<file path="config.mk">
export PLATFORM = sky130hd
export DESIGN_NAME = msg_frame_tx
export DESIGN_NICKNAME = d
export VERILOG_FILES = /design/src/rtl/msg_frame_tx_pkg.sv /design/src/rtl/msg_frame_tx_uart_tx_ser.sv /design/src/rtl/msg_frame_tx.sv
export SDC_FILE = /design/constraint.sdc
export NUM_CORES = 1
export LEC_CHECK = 0
export ABC_CLOCK_PERIOD_IN_PS = 4400
export CAP_MARGIN = 25
export CORE_ASPECT_RATIO = 0.9
export CORE_MARGIN = 8
export CORE_UTILIZATION = 30
export DETAILED_ROUTE_END_ITERATION = 16
export DONT_BUFFER_PORTS = 1
export PLACE_DENSITY = 0.51
export SETUP_SLACK_MARGIN = 0.5
export SYNTH_ARGS = -nofsm -noshare
export SYNTH_HDL_FRONTEND = slang
export SYNTH_HIERARCHICAL = 1
export SYNTH_SLANG_ARGS = --single-unit
</file>
<file path="constraint.sdc">
create_clock -name CLK -period 4.4 [get_ports CLK]
set_input_delay 0.44 -clock CLK [delete_from_list [all_inputs] [get_ports CLK]]
set_output_delay 0.44 -clock CLK [all_outputs]
set_load 0.005 [all_outputs]
</file>
<file path="src/rtl/msg_frame_tx_pkg.sv">
// msg_frame_tx shared definitions: framing bytes, buffer depth, framer states.
// Used by both the transmit framer and the receive-side decoder.
package msg_frame_tx_pkg;

    localparam int         DATAMAXBYTES = 10;
    localparam logic [7:0] SP_SYNC      = 8'h7E;
    localparam logic [7:0] SP_ESC       = 8'h02;
    localparam logic [7:0] SP_END       = 8'h03;

    typedef enum logic [2:0] {
        IDLE = 3'd0,
        SYNC = 3'd1,
        BCNT = 3'd2,
        BODY = 3'd3,
        TAIL = 3'd4
    } frm_state_t;

    function automatic logic is_special(
        input logic [7:0] b,
        input logic [7:0] s,
        input logic [7:0] e,
        input logic [7:0] t
    );
        return (b == s) || (b == e) || (b == t);
    endfunction

endpackage

</file>
<file path="src/rtl/msg_frame_tx_uart_tx_ser.sv">
// 8N1 serializer, LSB first, one bit per baud_tick.
// Ready on the tick that ends a stop bit so bytes chain without idle bits.
module uart_tx_ser (
    input  logic       CLK,
    input  logic       reset,
    input  logic       baud_tick,
    input  logic       byte_valid,
    input  logic [7:0] byte_data,
    output logic       byte_ready,
    output logic       tx_out
);

    logic       active;
    logic [3:0] bitcnt;
    logic [7:0] shreg;

    // bitcnt names the bit on the line: 0 start, 1..8 data, 9 stop
    assign byte_ready = baud_tick & (~active | (bitcnt == 4'd9));

    always_ff @(posedge CLK or negedge reset) begin
        if (!reset) begin
            active <= 1'b0;
            bitcnt <= 4'd0;
            shreg  <= 8'h00;
            tx_out <= 1'b1;
        end else if (baud_tick) begin
            if (byte_ready && byte_valid) begin
                active <= 1'b1;
                bitcnt <= 4'd0;
                shreg  <= byte_data;
                tx_out <= 1'b0;
            end else if (active) begin
                if (bitcnt == 4'd9) begin
                    active <= 1'b0;
                    tx_out <= 1'b1;
                end else begin
                    bitcnt <= bitcnt + 4'd1;
                    tx_out <= (bitcnt == 4'd8) ? 1'b1 : shreg[0];
                    shreg  <= {1'b0, shreg[7:1]};
                end
            end
        end
    end

endmodule

</file>
<file path="src/rtl/msg_frame_tx.sv">
// Message framer: buffers payload, emits SYNC, BCNT, escaped body, END
// through the 8N1 serializer; reports busy/done/err.
module msg_frame_tx #(
    parameter int         DATAMAXBYTES = msg_frame_tx_pkg::DATAMAXBYTES,
    parameter logic [7:0] SP_SYNC      = msg_frame_tx_pkg::SP_SYNC,
    parameter logic [7:0] SP_ESC       = msg_frame_tx_pkg::SP_ESC,
    parameter logic [7:0] SP_END       = msg_frame_tx_pkg::SP_END
) (
    input  logic       CLK,
    input  logic       reset,
    input  logic       baud_tick,
    input  logic       wr_en,
    input  logic [7:0] wr_data,
    input  logic       send,
    output logic       tx_out,
    output logic       busy,
    output logic       done,
    output logic       err
);

    import msg_frame_tx_pkg::*;

    localparam logic [3:0] MAXB = 4'(DATAMAXBYTES);

    frm_state_t state, state_n;
    logic       esc, esc_n;
    logic       sent, sent_n;
    logic [3:0] idx, idx_n;
    logic [3:0] count, count_n;
    logic [3:0] wptr, wptr_n;
    logic       done_n, err_n;
    logic       wr_ok;

    logic [7:0] mem [DATAMAXBYTES];

    logic       byte_valid;
    logic       byte_ready;
    logic [7:0] byte_data;
    logic [7:0] lit;
    logic       esc_sel;
    logic       hs;

    // Byte offered to the serializer; esc marks the prefix as already sent
    always_comb begin
        lit        = 8'h00;
        byte_valid = 1'b0;
        byte_data  = 8'h00;
        esc_sel    = 1'b0;
        unique case (state)
            SYNC: begin
                byte_valid = 1'b1;
                byte_data  = SP_SYNC;
            end
            BCNT: begin
                byte_valid = 1'b1;
                lit        = {4'h0, count};
            end
            BODY: begin
                byte_valid = 1'b1;
                lit        = mem[idx];
            end
            TAIL: begin
                byte_valid = ~sent;
                byte_data  = SP_END;
            end
            default: ;
        endcase
        if (state == BCNT || state == BODY) begin
            esc_sel   = is_special(lit, SP_SYNC, SP_ESC, SP_END) & ~esc;
            byte_data = esc_sel ? SP_ESC : lit;
        end
    end

    assign hs = byte_valid & byte_ready;

    always_comb begin
        state_n = state;
        esc_n   = esc;
        sent_n  = sent;
        idx_n   = idx;
        count_n = count;
        wptr_n  = wptr;
        done_n  = 1'b0;
        err_n   = 1'b0;
        wr_ok   = 1'b0;
        if (state == IDLE) begin
            if (wr_en) begin
                if (count == MAXB) begin
                    err_n = 1'b1;
                end else begin
                    wr_ok   = 1'b1;
                    wptr_n  = wptr + 4'd1;
                    count_n = count + 4'd1;
                end
            end
            // A same-cycle write is already counted in count_n
            if (send) begin
                if (count_n == 4'd0) begin
                    err_n = 1'b1;
                end else begin
                    state_n = SYNC;
                    esc_n   = 1'b0;
                    sent_n  = 1'b0;
                    idx_n   = 4'd0;
                end
            end
        end else begin
            err_n = wr_en;
            unique case (state)
                SYNC: if (hs) state_n = BCNT;
                BCNT, BODY: begin
                    if (hs) begin
                        if (esc_sel) begin
                            esc_n = 1'b1;
                        end else begin
                            esc_n = 1'b0;
                            if (state == BCNT) begin
                                state_n = BODY;
                                idx_n   = 4'd0;
                            end else if (idx == 4'(count - 4'd1)) begin
                                state_n = TAIL;
                            end else begin
                                idx_n = idx + 4'd1;
                            end
                        end
                    end
                end
                TAIL: begin
                    if (hs) begin
                        sent_n = 1'b1;
                    end else if (sent && byte_ready) begin
                        state_n = IDLE;
                        done_n  = 1'b1;
                        count_n = 4'd0;
                        wptr_n  = 4'd0;
                    end
                end
                default: state_n = IDLE;
            endcase
        end
    end

    always_ff @(posedge CLK or negedge reset) begin
        if (!reset) begin
            state <= IDLE;
            esc   <= 1'b0;
            sent  <= 1'b0;
            idx   <= 4'd0;
            count <= 4'd0;
            wptr  <= 4'd0;
            done  <= 1'b0;
            err   <= 1'b0;
        end else begin
            state <= state_n;
            esc   <= esc_n;
            sent  <= sent_n;
            idx   <= idx_n;
            count <= count_n;
            wptr  <= wptr_n;
            done  <= done_n;
            err   <= err_n;
        end
    end

    always_ff @(posedge CLK) begin
        if (wr_ok) mem[wptr] <= wr_data;
    end

    assign busy = (state != IDLE);

    uart_tx_ser u_ser (
        .CLK        (CLK),
        .reset      (reset),
        .baud_tick  (baud_tick),
        .byte_valid (byte_valid),
        .byte_data  (byte_data),
        .byte_ready (byte_ready),
        .tx_out     (tx_out)
    );

endmodule

</file>
==> out/results.ini <==
[run_status]
status = finished, final reports clean

[worst_hold_path]
hp-start = wr_data[4]
worstHoldPathType = input pin to flop
hold_depth = 0
whs_endpoint = mem[1][4]

[final_layout]
final_common_cell = edfxtp_1
nets = 430
area_growth_pct = 14.6
drive_gt1_share_pct = 13.8
multiInputGateArea_um2 = 1970
regArea_um2 = 3230
num-fill-cells = 1709
mostFrequentLayoutCells = edfxtp_1, dfrtp_1, nand2_1, mux2i_1, nor2_1
diodes = 0

[timing]
worst_slew_pin_slew_ns = 0.679
max_clock_freq_ghz = 0.311
slew_headroom_pct = 54.4
min_period_ns = 3.21
final.setup.tns_ns = 0
fin_crit_sh_pct = 73.0
slew_viol_final = 0
skew_ns = 0.00495
hold_violations = 0
rsz0062_at_grt = no
setup_violations = 0

[worst_setup_path]
reg2reg_depth = 8
setup.worst_path.end_class = flop
slowest_delay_ns = 0.70
worstPathArrival_ns = 3.50
r2r_end = state[2]
criticalPathCategory = flop to flop
cp-start-kind = flop
r2r-start = idx[0]
rrSetupSlack_ns = 1.19
cp_cell_sequence = buf_4, mux2i_1, a22oi_1, o211a_1, a221oi_1, nor4bb_4, or2_1, o21ai_0
critPathSlowestCell = dfrtp_2
cp_max_fo = 20
critPathRequiredTime_ns = 4.68

[grt]
grt_overflow = 0
grt_max_degree = 34
track_usage_pct = 11.0
grt_pass1_wl_um = 18700
first_global_vias = 3304
antenna_found_initial = 0

[yosys]
yosysWarnings = 6
synth_edf_count = 80
syn_area_um2 = 5420
ys.flop_type = edfxtp_1
synth_cell_type_count = 67
async_reset_ff_share_pct = 29.2
synthTopCellsByArea = edfxtp_1, dfrtp_1, mux2i_1
synth.avg_cell_area_um2 = 13.5
yosysTopAreaCellShare_pct = 44.4
netlist_instances = 401
yosysSeqAreaShare_pct = 59.6
synth_nets = 425
ys_seq_elements = 113
yosys.area.top_type = edfxtp_1

[floorplanning]
core.rowCount = 46
die_area_um2 = 22600
design.core.area_um2 = 17700
die_w_um = 158
start_util_pct = 30.6
pin_count = 17
die_y_um = 143

[power_and_ir_drop]
total_power_mw = 3.91
irDropWorstVdd_uv = 392
power_frac_seq_pct = 37.1
p_per_area_nw_per_um2 = 630
pwr-share-clk_pct = 35.2
total_leakage_power_nw = 2.30
power_frac_comb_pct = 27.7
p_int_mw = 2.62
switching_share_pct = 32.9
p_switching_mw = 1.29

[clock_tree]
post_cts_resized = 0
clk_pin_slew_ns = 0.05
clk_path_buf_depth = 2
root_buffer = clkbuf_16
cts_buffers = 17
htreeDepth = 4
cts_tree = yes
clk_latency_ns = 0.41
cts.sinks = 113

[placement]
gp_congestion = 0.797
hpwl_um = 8110
port_buffers = 0

[detailed_routing]
ant_nets = 0
drt-vias-per-instance = 4.90
wl_um = 11800
drt_iter0_drc = 194
drt_pass1_iterations = 5
drcViolationCount = 0
wl_per_cell_um = 17.9
vias = 3230

[run]
drv_cap = 0

-- layout make-up --
type | count | area share (%)
sequential | 113 | 52.1
multi-input combinational | 253 | 31.8
clock buffer | 18 | 6.92
tap | 240 | 4.84
clock inverter | 14 | 2.64
inverter | 17 | 1.03
timing repair buffer | 4 | 0.726
-- sequential cells by signal (all words and copies together), names as in the netlist, 3 cells and up --
| name | count |
|---|---|
| mem | 80 |
| u_ser/shreg | 8 |
| count | 4 |
| idx | 4 |
| u_ser/bitcnt | 4 |
| wptr | 4 |
| state | 3 |
-- cells in the mapped netlist (all sizes together), types with 6 or more instances --
master / number
a21oi: 9
a22oi: 9
a31oi: 6
and2: 12
buf: 8
clkbuf: 10
dfrtp: 32
edfxtp: 80
ha: 11
inv: 17
mux2i: 26
mux4: 7
nand2: 26
nand3: 8
nand3b: 13
nor2: 20
nor3: 10
o21ai: 22
o221a: 7
xnor2: 6
-- critical path: cells and delay by family, from the launching register on --
kind                   cells  cell delay (ns)
AND/OR/NAND/NOR            2             0.92
buffers and inverters      1             0.41
AO/OA/AOI/OAI              4             0.81
multiplexers               1             0.22
flip-flops                 1             0.70
-- per-stage QoR --
step           hold slack, ns  cells  area [µm²]  utilization, %  setup WS (ns)
2_1_floorplan           0.144    401        5420               -           1.92
3_3_place_gp            0.146    625        5580            31.6           1.26
3_5_place_dp            0.146    625        5580            31.6           1.20
4_1_cts                 0.105    659        6210            35.1           1.18
5_1_grt                 0.101    659        6210            35.1          0.925
6_report                0.118    659        6210            35.1           1.19
-- kinds of logic after synthesis --
kind of cell	Yosys count	synth area share (%)
simple gates	113	12.5
flops	113	59.6
compound gates	81	10.9
mux	38	8.96
buf+inv	35	3.93
fa+ha+maj	11	2.54
xor+xnor	10	1.62
-- repair_timing --
action / in CTS / in global routing
hold buffers: 2 / 0
buffers inserted: 0 / 0
endpoints found under the hold margin: 33 / 0
-- power groups by stage --
stage               sequential, mW  combinational, mW  clock [mW]
finish                        1.45               1.08        1.38
global route                  1.48               1.18        1.44
CTS                           1.46               1.08        1.40
detailed placement            1.47               1.07           0
global placement              1.47               1.05           0
floorplan                     1.33              0.993           0
-- layer usage --
| metal | vias up | routed length [µm] | global-route usage [%] |
|---|---|---|---|
| li1 | 1540 | - | - |
| met1 | 1628 | 5690 | 14.8 |
| met2 | 55 | 5470 | 16.5 |
| met3 | 7 | 562 | 3.09 |
| met4 | 0 | 100 | 4.35 |
| met5 | - | 0 | 0 |
-- how the worst max path moves through the flow --
stage / from / end / slack (ns) / depth (start not counted)
after global routing: idx[0] / u_ser/shreg[2] / 0.92 / 8
final: idx[0] / state[2] / 1.19 / 8
after detailed placement: idx[0] / state[2] / 1.20 / 8
after CTS: idx[0] / state[2] / 1.18 / 8
after floorplan: count[0] / idx[0] / 1.92 / 9
after global placement: state[2] / mem[4][1] / 1.26 / 6
Note: power is estimated with default switching activity, not from simulation.
